`config.mk`:
```
export PLATFORM = sky130hd
export DESIGN_NAME = lsu_align_unit
export DESIGN_NICKNAME = d
export VERILOG_FILES = /design/src/rtl/lsu_align_unit.sv
export SDC_FILE = /design/constraint.sdc
export NUM_CORES = 1
export LEC_CHECK = 0
export ABC_AREA = 0
export BUFFER_PORTS_ARGS = -buffer_cell sky130_fd_sc_hd__buf_2
export CORE_MARGIN = 5
export CORE_UTILIZATION = 58
export CTS_CLUSTER_SIZE = 10
export DETAILED_ROUTE_END_ITERATION = 7
export GPL_TIMING_DRIVEN = 0
export PLACE_DENSITY = 0.85
export SLEW_MARGIN = 20
export SYNTH_ARGS = -nofsm -noshare
export SYNTH_HDL_FRONTEND = slang
export SYNTH_SLANG_ARGS = --single-unit
```
`constraint.sdc`:
```
create_clock -name clk_i -period 3.9 [get_ports clk_i]
set_clock_uncertainty 0.05 [all_clocks]
set_input_delay 0.78 -clock clk_i [delete_from_list [all_inputs] [get_ports clk_i]]
set_output_delay 0.78 -clock clk_i [all_outputs]
set_load 0.01 [all_outputs]
```
`src/rtl/lsu_align_unit.sv`:
```
// lsu_align_unit: load/store alignment engine between the MEM stage and the
// data-memory port. Builds byte enables and lane-shifted store data, splits
// accesses that cross a bus word into two aligned beats, and extracts and
// sign/zero-extends load data. Illegal accesses complete as faults without
// touching memory.
//
// Ports:
//   clk_i, rst_i            clock, synchronous active-high reset
//   req_*_i / req_ready_o   pipeline request (accepted in IDLE only)
//   rsp_*_o                 one-cycle completion pulse with data / fault
//   mem_req_*               memory beat request (held until mem_req_ready_i)
//   mem_rsp_valid_i, mem_rdata_i  read data or write acknowledge per beat
//
// state | meaning
// IDLE  | ready for a request; latch and decode on req_valid_i
// REQ0  | first (or only) beat presented to memory
// RSP0  | waiting for first beat data / ack
// REQ1  | second beat of a word-crossing access presented
// RSP1  | waiting for second beat data / ack
// DONE  | rsp_valid_o pulse, then back to IDLE
module lsu_align_unit #(
  parameter int XLEN           = 32,
  parameter int ALEN           = 32,
  parameter int MISALIGN_SPLIT = 1
) (
  input  logic              clk_i,
  input  logic              rst_i,
  input  logic              req_valid_i,
  output logic              req_ready_o,
  input  logic              req_we_i,
  input  logic [2:0]        req_funct3_i,
  input  logic [ALEN-1:0]   req_addr_i,
  input  logic [XLEN-1:0]   req_wdata_i,
  output logic              rsp_valid_o,
  output logic [XLEN-1:0]   rsp_rdata_o,
  output logic              rsp_fault_o,
  output logic              mem_req_valid_o,
  input  logic              mem_req_ready_i,
  output logic              mem_we_o,
  output logic [ALEN-1:0]   mem_addr_o,
  output logic [XLEN-1:0]   mem_wdata_o,
  output logic [XLEN/8-1:0] mem_be_o,
  input  logic              mem_rsp_valid_i,
  input  logic [XLEN-1:0]   mem_rdata_i
);

  localparam int NB = XLEN / 8;
  localparam int OW = $clog2(NB);

  typedef enum logic [2:0] {
    S_IDLE, S_REQ0, S_RSP0, S_REQ1, S_RSP1, S_DONE
  } state_e;

  state_e            state_q, state_d;
  logic              we_q, we_d;
  logic [2:0]        funct3_q, funct3_d;
  logic [ALEN-1:0]   base_q, base_d;
  logic [OW-1:0]     off_q, off_d;
  logic [XLEN-1:0]   wdata_q, wdata_d;
  logic              cross_q, cross_d;
  logic              fault_q, fault_d;
  logic [XLEN-1:0]   beat0_q, beat0_d;
  logic [XLEN-1:0]   beat1_q, beat1_d;

  // request decode
  logic [3:0]        req_size;
  logic [OW-1:0]     req_off;
  logic [4:0]        req_end;
  logic              req_cross;
  logic              req_fault;

  // lane datapath from latched fields
  logic [2*NB-1:0]   be_wide;
  logic [2*XLEN-1:0] wdata_wide;
  logic [XLEN-1:0]   rd_low;
  logic [XLEN-1:0]   lane_mask;
  logic              rd_sign;
  logic [XLEN-1:0]   load_ext;

  always_comb begin
    req_size  = 4'd1 << req_funct3_i[1:0];
    req_off   = req_addr_i[OW-1:0];
    req_end   = 5'(req_off) + 5'(req_size);
    req_cross = req_end > 5'(NB);
    req_fault = (req_funct3_i == 3'b111)
             || ((XLEN == 32) && (req_funct3_i[1:0] == 2'd3))
             || ((XLEN == 32) && (req_funct3_i == 3'b110))
             || (req_we_i && req_funct3_i[2])
             || (req_cross && (MISALIGN_SPLIT == 0));
  end

  // Shifting into a double-width window gives beat 0 in the low half and the
  // spill-over for beat 1 in the high half, for both enables and data.
  always_comb begin
    be_wide = '0;
    case (funct3_q[1:0])
      2'd0:    be_wide[0:0] = '1;
      2'd1:    be_wide[1:0] = '1;
      2'd2:    be_wide[3:0] = '1;
      default: be_wide[7:0] = '1;
    endcase
    be_wide    = be_wide << off_q;
    wdata_wide = {{XLEN{1'b0}}, wdata_q} << {off_q, 3'b000};
  end

  always_comb begin
    rd_low    = XLEN'({beat1_q, beat0_q} >> {off_q, 3'b000});
    lane_mask = '0;
    case (funct3_q[1:0])
      2'd0:    begin lane_mask[7:0]  = '1; rd_sign = rd_low[7];  end
      2'd1:    begin lane_mask[15:0] = '1; rd_sign = rd_low[15]; end
      2'd2:    begin lane_mask[31:0] = '1; rd_sign = rd_low[31]; end
      default: begin lane_mask       = '1; rd_sign = rd_low[XLEN-1]; end
    endcase
    load_ext = (rd_low & lane_mask) | ((rd_sign && !funct3_q[2]) ? ~lane_mask : '0);
  end

  always_comb begin
    state_d         = state_q;
    we_d            = we_q;
    funct3_d        = funct3_q;
    base_d          = base_q;
    off_d           = off_q;
    wdata_d         = wdata_q;
    cross_d         = cross_q;
    fault_d         = fault_q;
    beat0_d         = beat0_q;
    beat1_d         = beat1_q;
    req_ready_o     = 1'b0;
    rsp_valid_o     = 1'b0;
    rsp_fault_o     = 1'b0;
    rsp_rdata_o     = '0;
    mem_req_valid_o = 1'b0;
    mem_we_o        = 1'b0;
    mem_addr_o      = '0;
    mem_wdata_o     = '0;
    mem_be_o        = '0;
    case (state_q)
      S_IDLE: begin
        req_ready_o = 1'b1;
        if (req_valid_i) begin
          we_d     = req_we_i;
          funct3_d = req_funct3_i;
          base_d   = req_addr_i & ~ALEN'(NB - 1);
          off_d    = req_off;
          wdata_d  = req_wdata_i;
          cross_d  = req_cross;
          fault_d  = req_fault;
          beat0_d  = '0;
          beat1_d  = '0;
          state_d  = req_fault ? S_DONE : S_REQ0;
        end
      end
      S_REQ0: begin
        mem_req_valid_o = 1'b1;
        mem_we_o        = we_q;
        mem_addr_o      = base_q;
        mem_be_o        = be_wide[NB-1:0];
        mem_wdata_o     = wdata_wide[XLEN-1:0];
        if (mem_req_ready_i) state_d = S_RSP0;
      end
      S_RSP0: begin
        if (mem_rsp_valid_i) begin
          beat0_d = mem_rdata_i;
          state_d = cross_q ? S_REQ1 : S_DONE;
        end
      end
      S_REQ1: begin
        mem_req_valid_o = 1'b1;
        mem_we_o        = we_q;
        mem_addr_o      = base_q + ALEN'(NB);
        mem_be_o        = be_wide[2*NB-1:NB];
        mem_wdata_o     = wdata_wide[2*XLEN-1:XLEN];
        if (mem_req_ready_i) state_d = S_RSP1;
      end
      S_RSP1: begin
        if (mem_rsp_valid_i) begin
          beat1_d = mem_rdata_i;
          state_d = S_DONE;
        end
      end
      S_DONE: begin
        rsp_valid_o = 1'b1;
        rsp_fault_o = fault_q;
        rsp_rdata_o = (fault_q || we_q) ? '0 : load_ext;
        state_d     = S_IDLE;
      end
      default: state_d = S_IDLE;
    endcase
  end

  always_ff @(posedge clk_i) begin
    if (rst_i) begin
      state_q  <= S_IDLE;
      we_q     <= 1'b0;
      funct3_q <= '0;
      base_q   <= '0;
      off_q    <= '0;
      wdata_q  <= '0;
      cross_q  <= 1'b0;
      fault_q  <= 1'b0;
      beat0_q  <= '0;
      beat1_q  <= '0;
    end else begin
      state_q  <= state_d;
      we_q     <= we_d;
      funct3_q <= funct3_d;
      base_q   <= base_d;
      off_q    <= off_d;
      wdata_q  <= wdata_d;
      cross_q  <= cross_d;
      fault_q  <= fault_d;
      beat0_q  <= beat0_d;
      beat1_q  <= beat1_d;
    end
  end

endmodule
```
==> summary.md <==
The synthesized instance count is 1010. The tools report the maximum ir drop on the vdd rail as 0.278 mV. The tools report the final count of hold timing violations as 0.

The floorplan step set the die height to 125 um. The tools report the wire length after detailed routing as 27.0 mm. The fraction of final layout cells with drive strength greater than 1 works out to 24.1%. The die covers 15700 um2. The total number of H-tree levels is 4.

TritonCTS built the clock tree. The run gives 2 as the initial antenna violation count. For the post-route antenna net violation count, the log shows 0. The actual transition at the worst max-transition pin is 0.809 ns, and the pin count of the biggest net entering global routing is 17. After Yosys synthesis, full adders, half adders and majority gates account for 0.744% of the synthesized area. The worst hold path terminates at beat1_q[19].

The sequential-to-total area share from yosys stat is 33.4%, and the total instance count after detailed placement is 1393. The tools report the net count reported at finish as 1345. The tools report the overflow left after global routing as 0. The tree is rooted in a sky130_fd_sc_hd__clkbuf_16. The count of final setup violators is 0. The run gives 0.406 ns as the worst hold slack across all endpoints. The logs give 1.43 ns for the register-to-register path setup slack and 58.9% for the initial core utilization. The filler-free cell count of the finished design came out at 1425.

The data required time at the worst endpoint was 3.07 ns. Number of cells traversed by the worst register-to-register path: 6. The number of enable flip-flop cells after synthesis is 0, and the met2 layer wire length in the routed design is 12.0 mm. The hold path depth was 2. The worst setup path is launched from a flop. The area added between synthesis and finish was 23.4%. The portion of the clock cycle consumed by the worst path in the final layout was 92.5%. The HPWL after detailed placement was 19.8 mm; the number of different library cells in the post-synthesis netlist was 57. The max-slew violation count was 0; the time the worst path needs with I/O delays and setup was 3.61 ns. Clock tree synthesis found a total of 129 sinks. Along the worst path, the maximum fanout reaches 10.

The tightest min-delay check is of the flop to flop type. The average cell area after synthesis was 7.66 um2; the share of cell area taken by muxes after synthesis was 13.2%. The detailed router put a total of 10.2 mm of wire on met1.

After detailed routing, the average wire length per cell comes to 18.9 um. In the routed design, unresolved DRC markers number 0. The routed layout has 8815 vias.

Summing every instance area after synthesis gives 7730 um2. The run gives 17 as the clock buffer count from CTS. After clock tree synthesis, the clock-pin slew on the worst setup and hold paths is 0.05 ns.

Hold repair after CTS inserted 0 buffers. The number of global-route vias before repair is 8133, and the post-synthesis async set-or-reset flop share is 0%. During synthesis, Yosys emitted a total of 0 warnings. In this run the tool buffered the top-level ports with 206 buffer cells. The tools report the launching point of the worst reg2reg path as state_q[2]. The data arrival time of the critical path came out at 2.78 ns.

The tools report the start point of the worst hold path as beat1_q[19]. The most used flip-flop cell after synthesis was sky130_fd_sc_hd__dfxtp_1. The worst relative slew slack was 46.1%. The floorplan step set the die width to 125 um. The run finished with clean final reports.

Setup repair after global routing left no endpoint under its margin. Total power for the finished layout comes to 0.00398 W. The logs give 41.9 mm for the wire length of the first global-routing pass and 2 for the maximum count of clock buffers along a single path. Highest layer used for signal routing: met4. Summing all non-filler instances in the final layout gives an area of 9550 um2. Setup total negative slack on the finished layout was measured at 0 ns. The synthesized netlist devotes 18.6% of its cell area to compound gates. After the first detailed-routing iteration, the DRC count stood at 1325. The overall fraction of global-route tracks in use came out at 33.0%.

Summed over all nets, wire length on met3 after detailed routing comes to 3.76 mm. STA classifies the critical path endpoint as an output port. For this design the top-level I/O count stands at 210.

Summing the areas of all xor and xnor instances in the mapped netlist gives 1.70% of the synthesized area. Before antenna repair, the detailed router went through 7 iterations. The logs give 8990 um2 for the placed standard-cell area and 0.972 for the routability-driven placement congestion ratio. Of the total synthesized cell area, the portion taken by AND, OR, NAND and NOR gates is 26.4%.

The reported max-cap violation count came out at 0. After floorplanning, the core was sized to cover 13100 um2. The analysis attributes to cell leakage a power of 3.73 nW. The floorplan has 42 rows. The end of the worst register-to-register path is beat0_q[19]. Static timing analysis puts the maximum clock frequency at 0.277 GHz. Main combinational cell family by area after synthesis: simple AND/OR/NAND/NOR gates.

In this run, synthesis produced a sequential element count of 129. The number of inserted filler cells in the final layout was 1079; the clock latency reported for the late side of the worst-skew pair was 0.41 ns. The tools report the number of buffers added for setup after CTS as 0. By startpoint and endpoint, the worst setup path is classified as flop to output port. The post-cts repair resize count is 0, and the post-detailed-route via-to-cell ratio is 6.19.

The power density over the cells came out at 417 nW/um2.
==> state kept, by name (all words and copies together) (netlist names) <==
register,flops
state_q,3
beat1_q,24
we_q,1
cross_q,1
wdata_q,32
base_q,30
beat0_q,32
fault_q,1
funct3_q,3
off_q,2
==> cell usage in the layout (no fill, tap or decap), types with 8 or more instances in the layout <==
cell	count
sky130_fd_sc_hd__a211oi_1	11
sky130_fd_sc_hd__a21oi_1	148
sky130_fd_sc_hd__a22o_1	12
sky130_fd_sc_hd__a22oi_1	14
sky130_fd_sc_hd__and2_1	21
sky130_fd_sc_hd__buf_2	219
sky130_fd_sc_hd__clkbuf_1	71
sky130_fd_sc_hd__clkbuf_16	17
sky130_fd_sc_hd__dfxtp_1	129
sky130_fd_sc_hd__inv_1	27
sky130_fd_sc_hd__mux2_2	10
sky130_fd_sc_hd__mux2i_1	23
sky130_fd_sc_hd__mux4_2	30
sky130_fd_sc_hd__nand2_1	215
sky130_fd_sc_hd__nand3_1	42
sky130_fd_sc_hd__nand4_1	34
sky130_fd_sc_hd__nor2_1	69
sky130_fd_sc_hd__nor4_1	8
sky130_fd_sc_hd__o21ai_0	26
sky130_fd_sc_hd__o22ai_1	9
sky130_fd_sc_hd__o31ai_1	8
sky130_fd_sc_hd__xor2_1	8
==> power breakdown <==
group,switching [W],internal [W],leakage (nW),total [W]
registers,0.000111,0.00141,1.05,0.00152
logic,0.000618,0.000307,2.41,0.000925
clock network,0.000569,0.000961,0.276,0.00153
==> metal layers <==
| metal | track usage [%] | vias up |
|---|---|---|
| li1 | - | 4032 |
| met1 | 44.1 | 4038 |
| met2 | 48.8 | 653 |
| met3 | 10.3 | 92 |
| met4 | 15.1 | 0 |
| met5 | 0 | - |
==> critical path, cell delays in order (launching register included) <==
cell                       delay [ns]
sky130_fd_sc_hd__dfxtp_1         0.32
sky130_fd_sc_hd__clkbuf_1        0.25
sky130_fd_sc_hd__or3b_2          0.54
sky130_fd_sc_hd__clkbuf_1        0.25
sky130_fd_sc_hd__nor2_1          0.48
sky130_fd_sc_hd__a22oi_1         0.19
sky130_fd_sc_hd__nor2_1          0.17
sky130_fd_sc_hd__buf_2           0.16
==> metrics by stage <==
stage               setup WS (ns)  util (%)
global route                0.199      72.7
detailed placement          0.802      68.4
CTS                         0.367      72.6
floorplan                    1.22         -
global placement            0.829      68.4
finish                      0.291      72.7
==> how the worst max path moves through the flow <==
stage | cells past startpoint | startpoint | to | slack [ns]
after floorplan | 5 | off_q[0] | mem_be_o[2] | 1.22
after global placement | 7 | state_q[2] | mem_wdata_o[18] | 0.83
after detailed placement | 7 | state_q[2] | mem_wdata_o[18] | 0.80
after CTS | 7 | state_q[2] | mem_wdata_o[18] | 0.37
after global routing | 7 | state_q[2] | mem_wdata_o[18] | 0.20
final | 7 | state_q[2] | mem_wdata_o[18] | 0.29
==> logic make-up (layout without fill, tap and decap cells) <==
family / Yosys count / after routing
AND/OR/NAND/NOR: 436 / 436
AO/OA/AOI/OAI: 246 / 246
flip-flops: 129 / 129
buffers and inverters: 116 / 352
multiplexers: 63 / 63
XOR/XNOR: 15 / 15
adder cells (fa/ha/maj): 4 / 4
other: 1 / 4
==> cell usage after synthesis, types with 8 or more instances <==
library cell,n,share of area [%]
sky130_fd_sc_hd__a21oi_1,148,9.6
sky130_fd_sc_hd__o31ai_1,8,0.78
sky130_fd_sc_hd__o22ai_1,9,0.73
sky130_fd_sc_hd__a22o_1,12,1.4
sky130_fd_sc_hd__xor2_1,8,0.91
sky130_fd_sc_hd__mux2_2,10,1.5
sky130_fd_sc_hd__nand3_1,42,2.7
sky130_fd_sc_hd__buf_2,13,0.84
sky130_fd_sc_hd__o21ai_0,26,1.7
sky130_fd_sc_hd__nand4_1,34,2.8
sky130_fd_sc_hd__nor4_1,8,0.65
sky130_fd_sc_hd__a22oi_1,14,1.4
sky130_fd_sc_hd__nand2_1,215,10
sky130_fd_sc_hd__mux4_2,30,8.7
sky130_fd_sc_hd__nor2_1,69,3.3
sky130_fd_sc_hd__a211oi_1,11,1.1
sky130_fd_sc_hd__dfxtp_1,129,33
sky130_fd_sc_hd__and2_1,21,1.7
sky130_fd_sc_hd__inv_1,27,1.3
sky130_fd_sc_hd__mux2i_1,23,3.0
sky130_fd_sc_hd__clkbuf_1,67,3.3
==> area by class of cell <==
type / count / area [um2] / area share [%]
multi-input cells: 766 / 4700 / 49.2
repair buffers: 206 / 1030 / 10.8
inverters: 28 / 105 / 1.10
diodes: 2 / 5.00 / 0.0524
clock inverters: 7 / 85.1 / 0.891
well taps: 176 / 220 / 2.31
flip-flops and latches: 129 / 2580 / 27.1
clock buffers: 23 / 468 / 4.90
plain buffers: 88 / 354 / 3.71
No activity file was read; power rests on OpenSTA's default activity.
